### config.mk
export PLATFORM = sky130hd
export DESIGN_NAME = slave_responder
export DESIGN_NICKNAME = d
export VERILOG_FILES = /design/src/rtl/slave_responder.sv
export SDC_FILE = /design/constraint.sdc
export NUM_CORES = 1
export LEC_CHECK = 0
export ABC_CLOCK_PERIOD_IN_PS = 3900
export BUFFER_PORTS_ARGS = -buffer_cell sky130_fd_sc_hd__buf_4
export CAP_MARGIN = 20
export CORE_MARGIN = 8
export CORE_UTILIZATION = 55
export CTS_BUF_LIST = sky130_fd_sc_hd__clkbuf_4 sky130_fd_sc_hd__clkbuf_8
export DETAILED_ROUTE_END_ITERATION = 10
export GPL_TIMING_DRIVEN = 0
export MAX_ROUTING_LAYER = met4
export PLACE_DENSITY = 0.76
export SYNTH_ARGS = -nofsm -noshare
export SYNTH_HDL_FRONTEND = slang
export SYNTH_SLANG_ARGS = --single-unit
### constraint.sdc
create_clock -name clk -period 3.9 [get_ports clk]
set_clock_uncertainty 0.15 [all_clocks]
set_input_delay 0.975 -clock clk [delete_from_list [all_inputs] [get_ports clk]]
set_output_delay 0.975 -clock clk [all_outputs]
set_load 0.05 [all_outputs]
### src/rtl/slave_responder.sv
// Slave endpoint of the valid/ready write protocol: captures one (addr, value)
// per transfer into a small register file, with programmable ready latency and protocol checking.
module slave_responder #(
  parameter int ADDR_W      = 3,
  parameter int DATA_W      = 3,
  parameter int CNT_W       = 8,
  parameter int ACK_TIMEOUT = 2
) (
  input  logic              clk,
  input  logic              rst_n,
  input  logic              valid,
  input  logic [ADDR_W-1:0] addr_in,
  input  logic [DATA_W-1:0] value_in,
  input  logic              handshake_in,
  input  logic [1:0]        wait_cfg,
  input  logic [ADDR_W-1:0] rd_addr,
  output logic              ready,
  output logic [DATA_W-1:0] rd_data,
  output logic              wr_done,
  output logic [CNT_W-1:0]  wr_count,
  output logic              err
);

  localparam int DEPTH = 1 << ADDR_W;
  localparam int ACK_W = (ACK_TIMEOUT > 1) ? $clog2(ACK_TIMEOUT + 1) : 1;

  localparam logic [1:0] S_IDLE  = 2'd0;
  localparam logic [1:0] S_WAIT  = 2'd1;
  localparam logic [1:0] S_READY = 2'd2;
  localparam logic [1:0] S_ACK   = 2'd3;

  localparam logic [ACK_W-1:0] ACK_LAST  = ACK_W'(ACK_TIMEOUT - 1);
  localparam logic [CNT_W-1:0] COUNT_MAX = {CNT_W{1'b1}};

  logic [1:0]        r_state;
  logic [1:0]        r_cnt;
  logic [ACK_W-1:0]  r_ack_cnt;
  logic [ADDR_W-1:0] r_addr_cap;
  logic [DATA_W-1:0] r_val_cap;
  logic              r_ready;
  logic              r_wr_done;
  logic [CNT_W-1:0]  r_wr_count;
  logic              r_err;
  logic [DATA_W-1:0] r_mem [DEPTH];

  logic [1:0]        w_state_next;
  logic [1:0]        w_cnt_next;
  logic [ACK_W-1:0]  w_ack_cnt_next;
  logic              w_capture;
  logic              w_write;
  logic              w_err_set;
  logic              w_mismatch;

  assign w_mismatch = valid && ((addr_in != r_addr_cap) || (value_in != r_val_cap));

  always_comb begin
    w_state_next   = r_state;
    w_cnt_next     = r_cnt;
    w_ack_cnt_next = r_ack_cnt;
    w_capture      = 1'b0;
    w_write        = 1'b0;
    w_err_set      = 1'b0;
    case (r_state)
      S_IDLE: begin
        if (handshake_in) w_err_set = 1'b1;
        if (valid) begin
          w_capture    = 1'b1;
          w_cnt_next   = wait_cfg;
          w_state_next = (wait_cfg == 2'd0) ? S_READY : S_WAIT;
        end
      end
      S_WAIT: begin
        if (handshake_in || w_mismatch) w_err_set = 1'b1;
        // A master withdrawing valid before acceptance aborts the transfer.
        if (!valid) begin
          w_err_set    = 1'b1;
          w_state_next = S_IDLE;
        end else begin
          w_cnt_next = r_cnt - 2'd1;
          if (r_cnt == 2'd1) w_state_next = S_READY;
        end
      end
      S_READY: begin
        if (handshake_in || w_mismatch) w_err_set = 1'b1;
        if (!valid) begin
          w_err_set    = 1'b1;
          w_state_next = S_IDLE;
        end else begin
          w_write        = 1'b1;
          w_ack_cnt_next = '0;
          w_state_next   = S_ACK;
        end
      end
      S_ACK: begin
        // valid is still held by the interconnect here and is deliberately ignored.
        if (handshake_in) begin
          w_state_next = S_IDLE;
        end else if (r_ack_cnt == ACK_LAST) begin
          w_err_set    = 1'b1;
          w_state_next = S_IDLE;
        end else begin
          w_ack_cnt_next = r_ack_cnt + 1'b1;
        end
      end
      default: w_state_next = S_IDLE;
    endcase
  end

  always_ff @(posedge clk or negedge rst_n) begin
    if (!rst_n) begin
      r_state    <= S_IDLE;
      r_cnt      <= '0;
      r_ack_cnt  <= '0;
      r_addr_cap <= '0;
      r_val_cap  <= '0;
      r_ready    <= 1'b0;
      r_wr_done  <= 1'b0;
      r_wr_count <= '0;
      r_err      <= 1'b0;
    end else begin
      r_state   <= w_state_next;
      r_cnt     <= w_cnt_next;
      r_ack_cnt <= w_ack_cnt_next;
      r_ready   <= (w_state_next == S_READY);
      r_wr_done <= w_write;
      r_err     <= r_err | w_err_set;
      if (w_capture) begin
        r_addr_cap <= addr_in;
        r_val_cap  <= value_in;
      end
      if (w_write && (r_wr_count != COUNT_MAX)) r_wr_count <= r_wr_count + 1'b1;
    end
  end

  // One register per entry so the whole file clears on the asynchronous reset.
  generate
    for (genvar gi = 0; gi < DEPTH; gi++) begin : g_mem
      always_ff @(posedge clk or negedge rst_n) begin
        if (!rst_n) begin
          r_mem[gi] <= '0;
        end else if (w_write && (r_addr_cap == ADDR_W'(gi))) begin
          r_mem[gi] <= r_val_cap;
        end
      end
    end
  endgenerate

  assign ready    = r_ready;
  assign wr_done  = r_wr_done;
  assign wr_count = r_wr_count;
  assign err      = r_err;
  assign rd_data  = r_mem[rd_addr];

endmodule

==> impl_metrics.tcl, run 1 <==
set metrics [dict create \
    crit_required_ns 2.77 \
    rr_worst_depth 5 \
    crit_type "in2out" \
    die_w_um 81.88 \
    startpoint_type "primary input" \
    synth_xor_area_share_pct 3.669 \
    whs_ns 0.3407 \
    synth_fa_ha_area_share_pct 3.669 \
    hold_path_startpoint "r_cnt[0]" \
    cts.reportedPaths.clkPinSlew_ns 0.08 \
    antenna_left 0 \
    ctsHoldBuffers 0 \
    avgSynthCellArea_sq_um 12.43 \
    place_congestion 0.7918 \
    p_seq_share_pct 42.3 \
    drive_gt1_share_pct 36.89 \
    slew_headroom_pct 61.17 \
    yosysWarnings 0 \
    outcome "finished clean" \
    rows 24 \
    syn-num-nets 214 \
    core_sq_um 4264 \
    synth-seq-area-share_pct 49.27 \
    dpl.hpwl_mm 3.245 \
    netlist_area_sq_um 2387 \
    yosys.area_share.simple_pct 9.958 \
    grt_antenna_before_repair 0 \
    diodes 0 \
    regToRegStartpoint "r_state[0]" \
    drv_cap 0 \
    grt_max_degree 48 \
    h-tree-depth 2 \
    ir_worst_vdd_mv 0.4588 \
    tightest_slew_ns 0.5825 \
    holdPathStages 1 \
    synth_top_family_by_area "multiplexers" \
    clockBufferDepth 2 \
    rrSetupSlack_ns 1.80 \
    min_period_ns 3.329 \
    drt-initial-drc-count 84 \
    post_drt_wl_per_cell_um 16.14 \
    final-setup-viol-count 0 \
    syn2layout_area_growth_pct 14.57 \
    grt_pass1_wl_mm 7.569 \
    min_path_type "reg2reg" \
    finalMaxSlewViolations 0 \
    leakagePower_nw 1.287 \
    period_share_pct 85.37 \
    initial_utilization_pct 55.99 \
    clock_latency_ns 0.29 \
    internal-power_mw 1.185 \
    port_buffers 26 \
    cp_max_fo 6 \
    vias 1576 \
    endpoint_kind "output port" \
    place_area_sq_um 2648 \
    layout.nets 247 \
    fp.dieArea_sq_um 6704 \
    grt_usage_pct 15.05 \
    final_area_sq_um 2735 \
    clockRootBuffer "clkbuf_8" \
    drt-total-wl_mm 4.470 \
    cp_data_arrival_time_ns 2.20 \
    clock.fmax_ghz 0.3004 \
    hold_path_end "r_cnt[0]" \
    clock_power_share_pct 15.3 \
    first_pass_iters 4 \
    cts_setup_buffers 0 \
    hold_viol 0 \
    clock-sinks 47 \
    via_per_inst 5.690 \
    yosys-mux-area-fraction_pct 23.06 \
    p_comb_share_pct 42.4 \
    p_switching_uw 745.0 \
    ioPinCount 29 \
    synth_compound_area_share_pct 7.233 \
    cts_made_buffers 5 \
    pwr_density_cell_nw_per_um2 705.6 \
    finalWorstSetupSlack_ns 0.5707 \
    die_y_um 81.88 \
    grt_pass1_vias 1596 \
    overflow 0 \
    cts_resized 0 \
    crit-reg2reg-capture "r_mem[3]" \
    swShare_pct 38.60 \
    setup_tns_ns 0 \
    rsz0062_at_grt "false" \
    drcViolationCount 0 \
    synth_cells 192 \
    ys_types 42 \
    pre_cts_slack_ns 0.5597 \
    cts_tree "built" \
    synth-seq-cells 47 \
]
metrics by stage:
stage          util [%]  power (mW)  instances
6_report          64.14       1.930        277
5_1_grt           64.14       2.067        277
3_3_place_gp      62.09       1.618        270
2_1_floorplan         -       1.423        192
3_5_place_dp      62.09       1.644        270
4_1_cts           64.14       1.944        277
power by group through the flow:
stage | logic, mW | clock network (mW) | registers (mW)
after floorplan | 0.540 | 0 | 0.883
after global placement | 0.804 | 0 | 0.814
after detailed placement | 0.824 | 0 | 0.820
after CTS | 0.826 | 0.304 | 0.814
after global routing | 0.900 | 0.326 | 0.842
final | 0.819 | 0.295 | 0.816
kinds of logic after synthesis:
| logic type | after synthesis |
|---|---|
| compound gates | 27 |
| xor+xnor | 10 |
| fa+ha+maj | 7 |
| buf+inv | 17 |
| flops | 47 |
| mux | 42 |
| simple gates | 42 |
synthesized netlist by cell type:
cell type | number | share of area (%)
dfrtp_1 | 47 | 49
mux2_2 | 32 | 15
inv_1 | 10 | 1.6
nand2_1 | 9 | 1.4
ha_1 | 7 | 3.7
nor2_1 | 7 | 1.1
xor2_1 | 7 | 2.6
mux4_2 | 6 | 5.7
o21ai_0 | 6 | 1.3
a21oi_1 | 5 | 1.0
nand2b_1 | 4 | 1.0
nand3_1 | 4 | 0.84
nor3_1 | 4 | 0.84
a31oi_1 | 3 | 0.79
clkbuf_1 | 3 | 0.47
mux2_4 | 3 | 1.9
o22ai_1 | 3 | 0.79
xnor2_1 | 3 | 1.1
and3_1 | 2 | 0.52
buf_2 | 2 | 0.42
nand2_4 | 2 | 0.94
nand4_1 | 2 | 0.52
nor4_1 | 2 | 0.52
a2111oi_0 | 1 | 0.37
a21o_1 | 1 | 0.31
a22oi_1 | 1 | 0.31
a311o_1 | 1 | 0.42
a32o_1 | 1 | 0.42
a41oi_1 | 1 | 0.37
buf_4 | 1 | 0.31
inv_6 | 1 | 0.37
mux2i_1 | 1 | 0.42
nand3b_1 | 1 | 0.31
nor2b_1 | 1 | 0.26
nor3b_1 | 1 | 0.31
o211ai_1 | 1 | 0.31
o21a_1 | 1 | 0.31
o21ai_1 | 1 | 0.21
o31ai_1 | 1 | 0.31
or3_4 | 1 | 0.47
or3b_2 | 1 | 0.37
or4_4 | 1 | 0.47
how the worst max path moves through the flow:
stage / start / to / slack, ns
floorplan: rd_addr[0] / rd_data[0] / 0.71
global placement: rd_addr[0] / rd_data[1] / 0.56
detailed placement: rd_addr[0] / rd_data[1] / 0.56
CTS: rd_addr[0] / rd_data[1] / 0.56
global route: rd_addr[0] / rd_data[0] / 0.52
finish: rd_addr[0] / rd_data[1] / 0.57
placed cells by master, fill, tap and decap left out, drive strengths merged, types with 2 or more instances in the layout:
master | Yosys | layout
a21oi | 5 | 5
a31oi | 3 | 3
and3 | 2 | 2
buf | 3 | 29
clkbuf | 3 | 9
dfrtp | 47 | 47
ha | 7 | 7
inv | 11 | 11
mux2 | 35 | 35
mux4 | 6 | 6
nand2 | 11 | 11
nand2b | 4 | 4
nand3 | 4 | 4
nand4 | 2 | 2
nor2 | 7 | 7
nor3 | 4 | 4
nor4 | 2 | 2
o21ai | 7 | 7
o22ai | 3 | 3
xnor2 | 3 | 3
xor2 | 7 | 7
routing by layer:
layer | GRT usage, % | share of wire, % | up-vias
li1 | - | - | 758
met1 | 19.06 | 47 | 789
met2 | 23.28 | 48 | 25
met3 | 3.282 | 3.6 | 4
met4 | 5.263 | 0.87 | 0
met5 | - | 0 | -
sequential cells by signal (all words and copies together) (netlist names):
| name | count |
|---|---|
| r_ack_cnt | 2 |
| wr_done | 1 |
| wr_count | 8 |
| r_val_cap | 3 |
| r_addr_cap | 3 |
| r_cnt | 2 |
| r_state | 2 |
| r_mem | 24 |
| err | 1 |
| ready | 1 |
final cells by class:
class	instances	area (sq um)
Buffer	6	28.78
Clock buffer	6	82.58
Clock inverter	1	5.005
Fill cell	338	1529
Inverter	11	46.29
Multi-Input combinational cell	128	1136
Sequential cell	47	1176
Tap cell	52	65.06
Timing Repair Buffer	26	195.2
critical path: stages:
cell and delay, ns:
buf_2 0.21, mux4_2 0.55, mux2_2 0.28, buf_4 0.19
Note: power is estimated with default switching activity, not from simulation.
==> run 2, diff against run 1 <==
==> config.mk (replaced) <==
export PLATFORM = sky130hd
export DESIGN_NAME = slave_responder
export DESIGN_NICKNAME = d
export VERILOG_FILES = /design/src/rtl/slave_responder.sv
export SDC_FILE = /design/constraint.sdc
export NUM_CORES = 1
export LEC_CHECK = 0
export ABC_CLOCK_PERIOD_IN_PS = 2800
export BUFFER_PORTS_ARGS = -buffer_cell sky130_fd_sc_hd__buf_4
export CAP_MARGIN = 20
export CORE_MARGIN = 8
export CORE_UTILIZATION = 54
export CTS_BUF_LIST = sky130_fd_sc_hd__clkbuf_4 sky130_fd_sc_hd__clkbuf_8
export DETAILED_ROUTE_END_ITERATION = 10
export GPL_TIMING_DRIVEN = 0
export MAX_ROUTING_LAYER = met4
export PLACE_DENSITY = 0.78
export SYNTH_ARGS = -nofsm -noshare
export SYNTH_HDL_FRONTEND = slang
export SYNTH_SLANG_ARGS = --single-unit
==> constraint.sdc (replaced) <==
create_clock -name clk -period 2.8 [get_ports clk]
set_clock_uncertainty 0.15 [all_clocks]
set_input_delay 0.7 -clock clk [delete_from_list [all_inputs] [get_ports clk]]
set_output_delay 0.7 -clock clk [all_outputs]
set_load 0.05 [all_outputs]
==> run 2 against run 1 <==
Against the previous run:
- clock power increased by 80%
- sequential power increased by 40%
- wire length rose by 1.6%
- core utilization is 0.40 points higher
- total power up 46%
- clock-buffer cell count unchanged
- sequential share of layout area is 0.56 points lower
- flip-flop and latch count is the same
- largest cell class unchanged
- largest power group unchanged
==> impl_metrics.tcl, run 2 (synthesized netlist as in run 1, its figures left out) <==
set metrics [dict create \
    clock-sinks 47 \
    path_cells "clkbuf_4, mux4_2, mux2_2, buf_4" \
    overflow 0 \
    regMostFlops "r_mem" \
    grt_pass1_vias 1601 \
    antenna_left 0 \
    rows 24 \
    layout.nets 247 \
    cts_made_buffers 5 \
    final-setup-viol-count 0 \
    endpoint_kind "output port" \
    grt_pass1_wl_mm 7.555 \
    totalPowerFinal_mw 2.821 \
    die_w_um 82.49 \
    clockRootBuffer "clkbuf_8" \
    min_period_ns 2.747 \
    via_per_inst 5.777 \
    ir_worst_vdd_mv 0.6613 \
    cts_tree "built" \
    finalMaxSlewViolations 0 \
    startpoint_type "primary input" \
    diodes 0 \
    slew_headroom_pct 61.56 \
    rr_worst_depth 7 \
    setup_tns_ns 0 \
    grt_max_degree 48 \
    cts_setup_buffers 0 \
    clock.fmax_ghz 0.3640 \
    crit_type "in2out" \
    cp.buffers_inverters 2 \
    syn2layout_area_growth_pct 16.09 \
    clockBufferDepth 2 \
    port_buffers 26 \
    leakagePower_nw 1.303 \
    post_drt_wl_per_cell_um 16.34 \
    mostFrequentLayoutCell "dfrtp_1" \
    fp.dieArea_sq_um 6805 \
    drv_cap 0 \
    core_sq_um 4294 \
    grt_antenna_before_repair 0 \
    rsz0062_at_grt "false" \
    vias 1606 \
    drcViolationCount 0 \
    h-tree-depth 2 \
    hold_viol 0 \
    mostFrequentLayoutCells "47 x dfrtp_1, 32 x mux2_2, 27 x buf_4" \
    drt-initial-drc-count 95 \
    period_share_pct 98.10 \
    tightest_slew_ns 0.5766 \
    initial_utilization_pct 55.59 \
    slowest_stage "mux4_2" \
    cp_data_arrival_time_ns 1.90 \
    crit_required_ns 1.95 \
    cpPeakStageDelay_ns 0.53 \
    first_pass_iters 4 \
    drt-total-wl_mm 4.542 \
    cts.reportedPaths.clkPinSlew_ns 0.09 \
    crit_family "multiplexers" \
    grt_usage_pct 14.94 \
    regToRegStartpoint "r_state[0]" \
    dpl.cell_count 270 \
    largest_reg_flops 24 \
    crit-reg2reg-capture "r_mem[19]" \
    place_congestion 0.8365 \
    clock_latency_ns 0.30 \
    min_path_type "in2async" \
    fin_cells 278 \
    dpl.hpwl_mm 3.396 \
    outcome "finished clean" \
    drive_gt1_share_pct 37.17 \
    die_y_um 82.49 \
    ioPinCount 29 \
    cp_max_fo 6 \
    pwr_density_cell_nw_per_um2 1018 \
    rrSetupSlack_ns 0.75 \
]
run 2: per-stage QoR:
stage	setup WS [ns]	instance area (sq um)	hold slack, ns	util, %
6_report	0.05307	2771	0.2303	64.54
5_1_grt	0.01473	2771	0.2809	64.54
4_1_cts	0.005209	2769	0.2610	64.48
3_5_place_dp	0.005209	2648	0.3297	61.66
3_3_place_gp	0.01120	2648	0.3290	61.66
2_1_floorplan	0.1646	2387	0.2544	-
run 2: timing repair:
item,in CTS,in global routing
setup endpoints to repair,0,3
endpoints found under the hold margin,0,0
hold buffers,0,0
gates resized for setup,0,1
run 2: worst max path at each step:
stage	slack, ns	cells after the start	startpoint	endpoint
global placement	0.01	4	rd_addr[0]	rd_data[0]
global route	0.01	4	rd_addr[0]	rd_data[0]
finish	0.05	4	rd_addr[0]	rd_data[0]
detailed placement	0.005	4	rd_addr[0]	rd_data[0]
CTS	0.005	4	rd_addr[0]	rd_data[0]
floorplan	0.16	3	rd_addr[0]	rd_data[0]
run 2: metal layers:
| layer | GRT usage, % | wire (um) | vias to the layer above |
|---|---|---|---|
| met3 | 3.680 | 181 | 7 |
| li1 | - | - | 762 |
| met4 | 5.172 | 55 | 0 |
| met5 | - | 0 | - |
| met2 | 23.88 | 2360 | 33 |
| met1 | 18.07 | 1945 | 804 |
run 2: area by class of cell:
type                            instances  area [sq um]
Buffer                                  6         31.28
Clock buffer                            6         82.58
Clock inverter                          2         38.79
Fill cell                             358          1523
Inverter                               11         46.29
Multi-Input combinational cell        128          1136
Sequential cell                        47          1176
Tap cell                               52         65.06
Timing Repair Buffer                   26         195.2
run 2: report_power, final:
part / internal, mW / switching [mW] / leakage, nW / total, mW
registers: 0.935 / 0.202 / 0.603 / 1.14
clock network: 0.294 / 0.237 / 0.0618 / 0.530
logic: 0.523 / 0.631 / 0.638 / 1.15
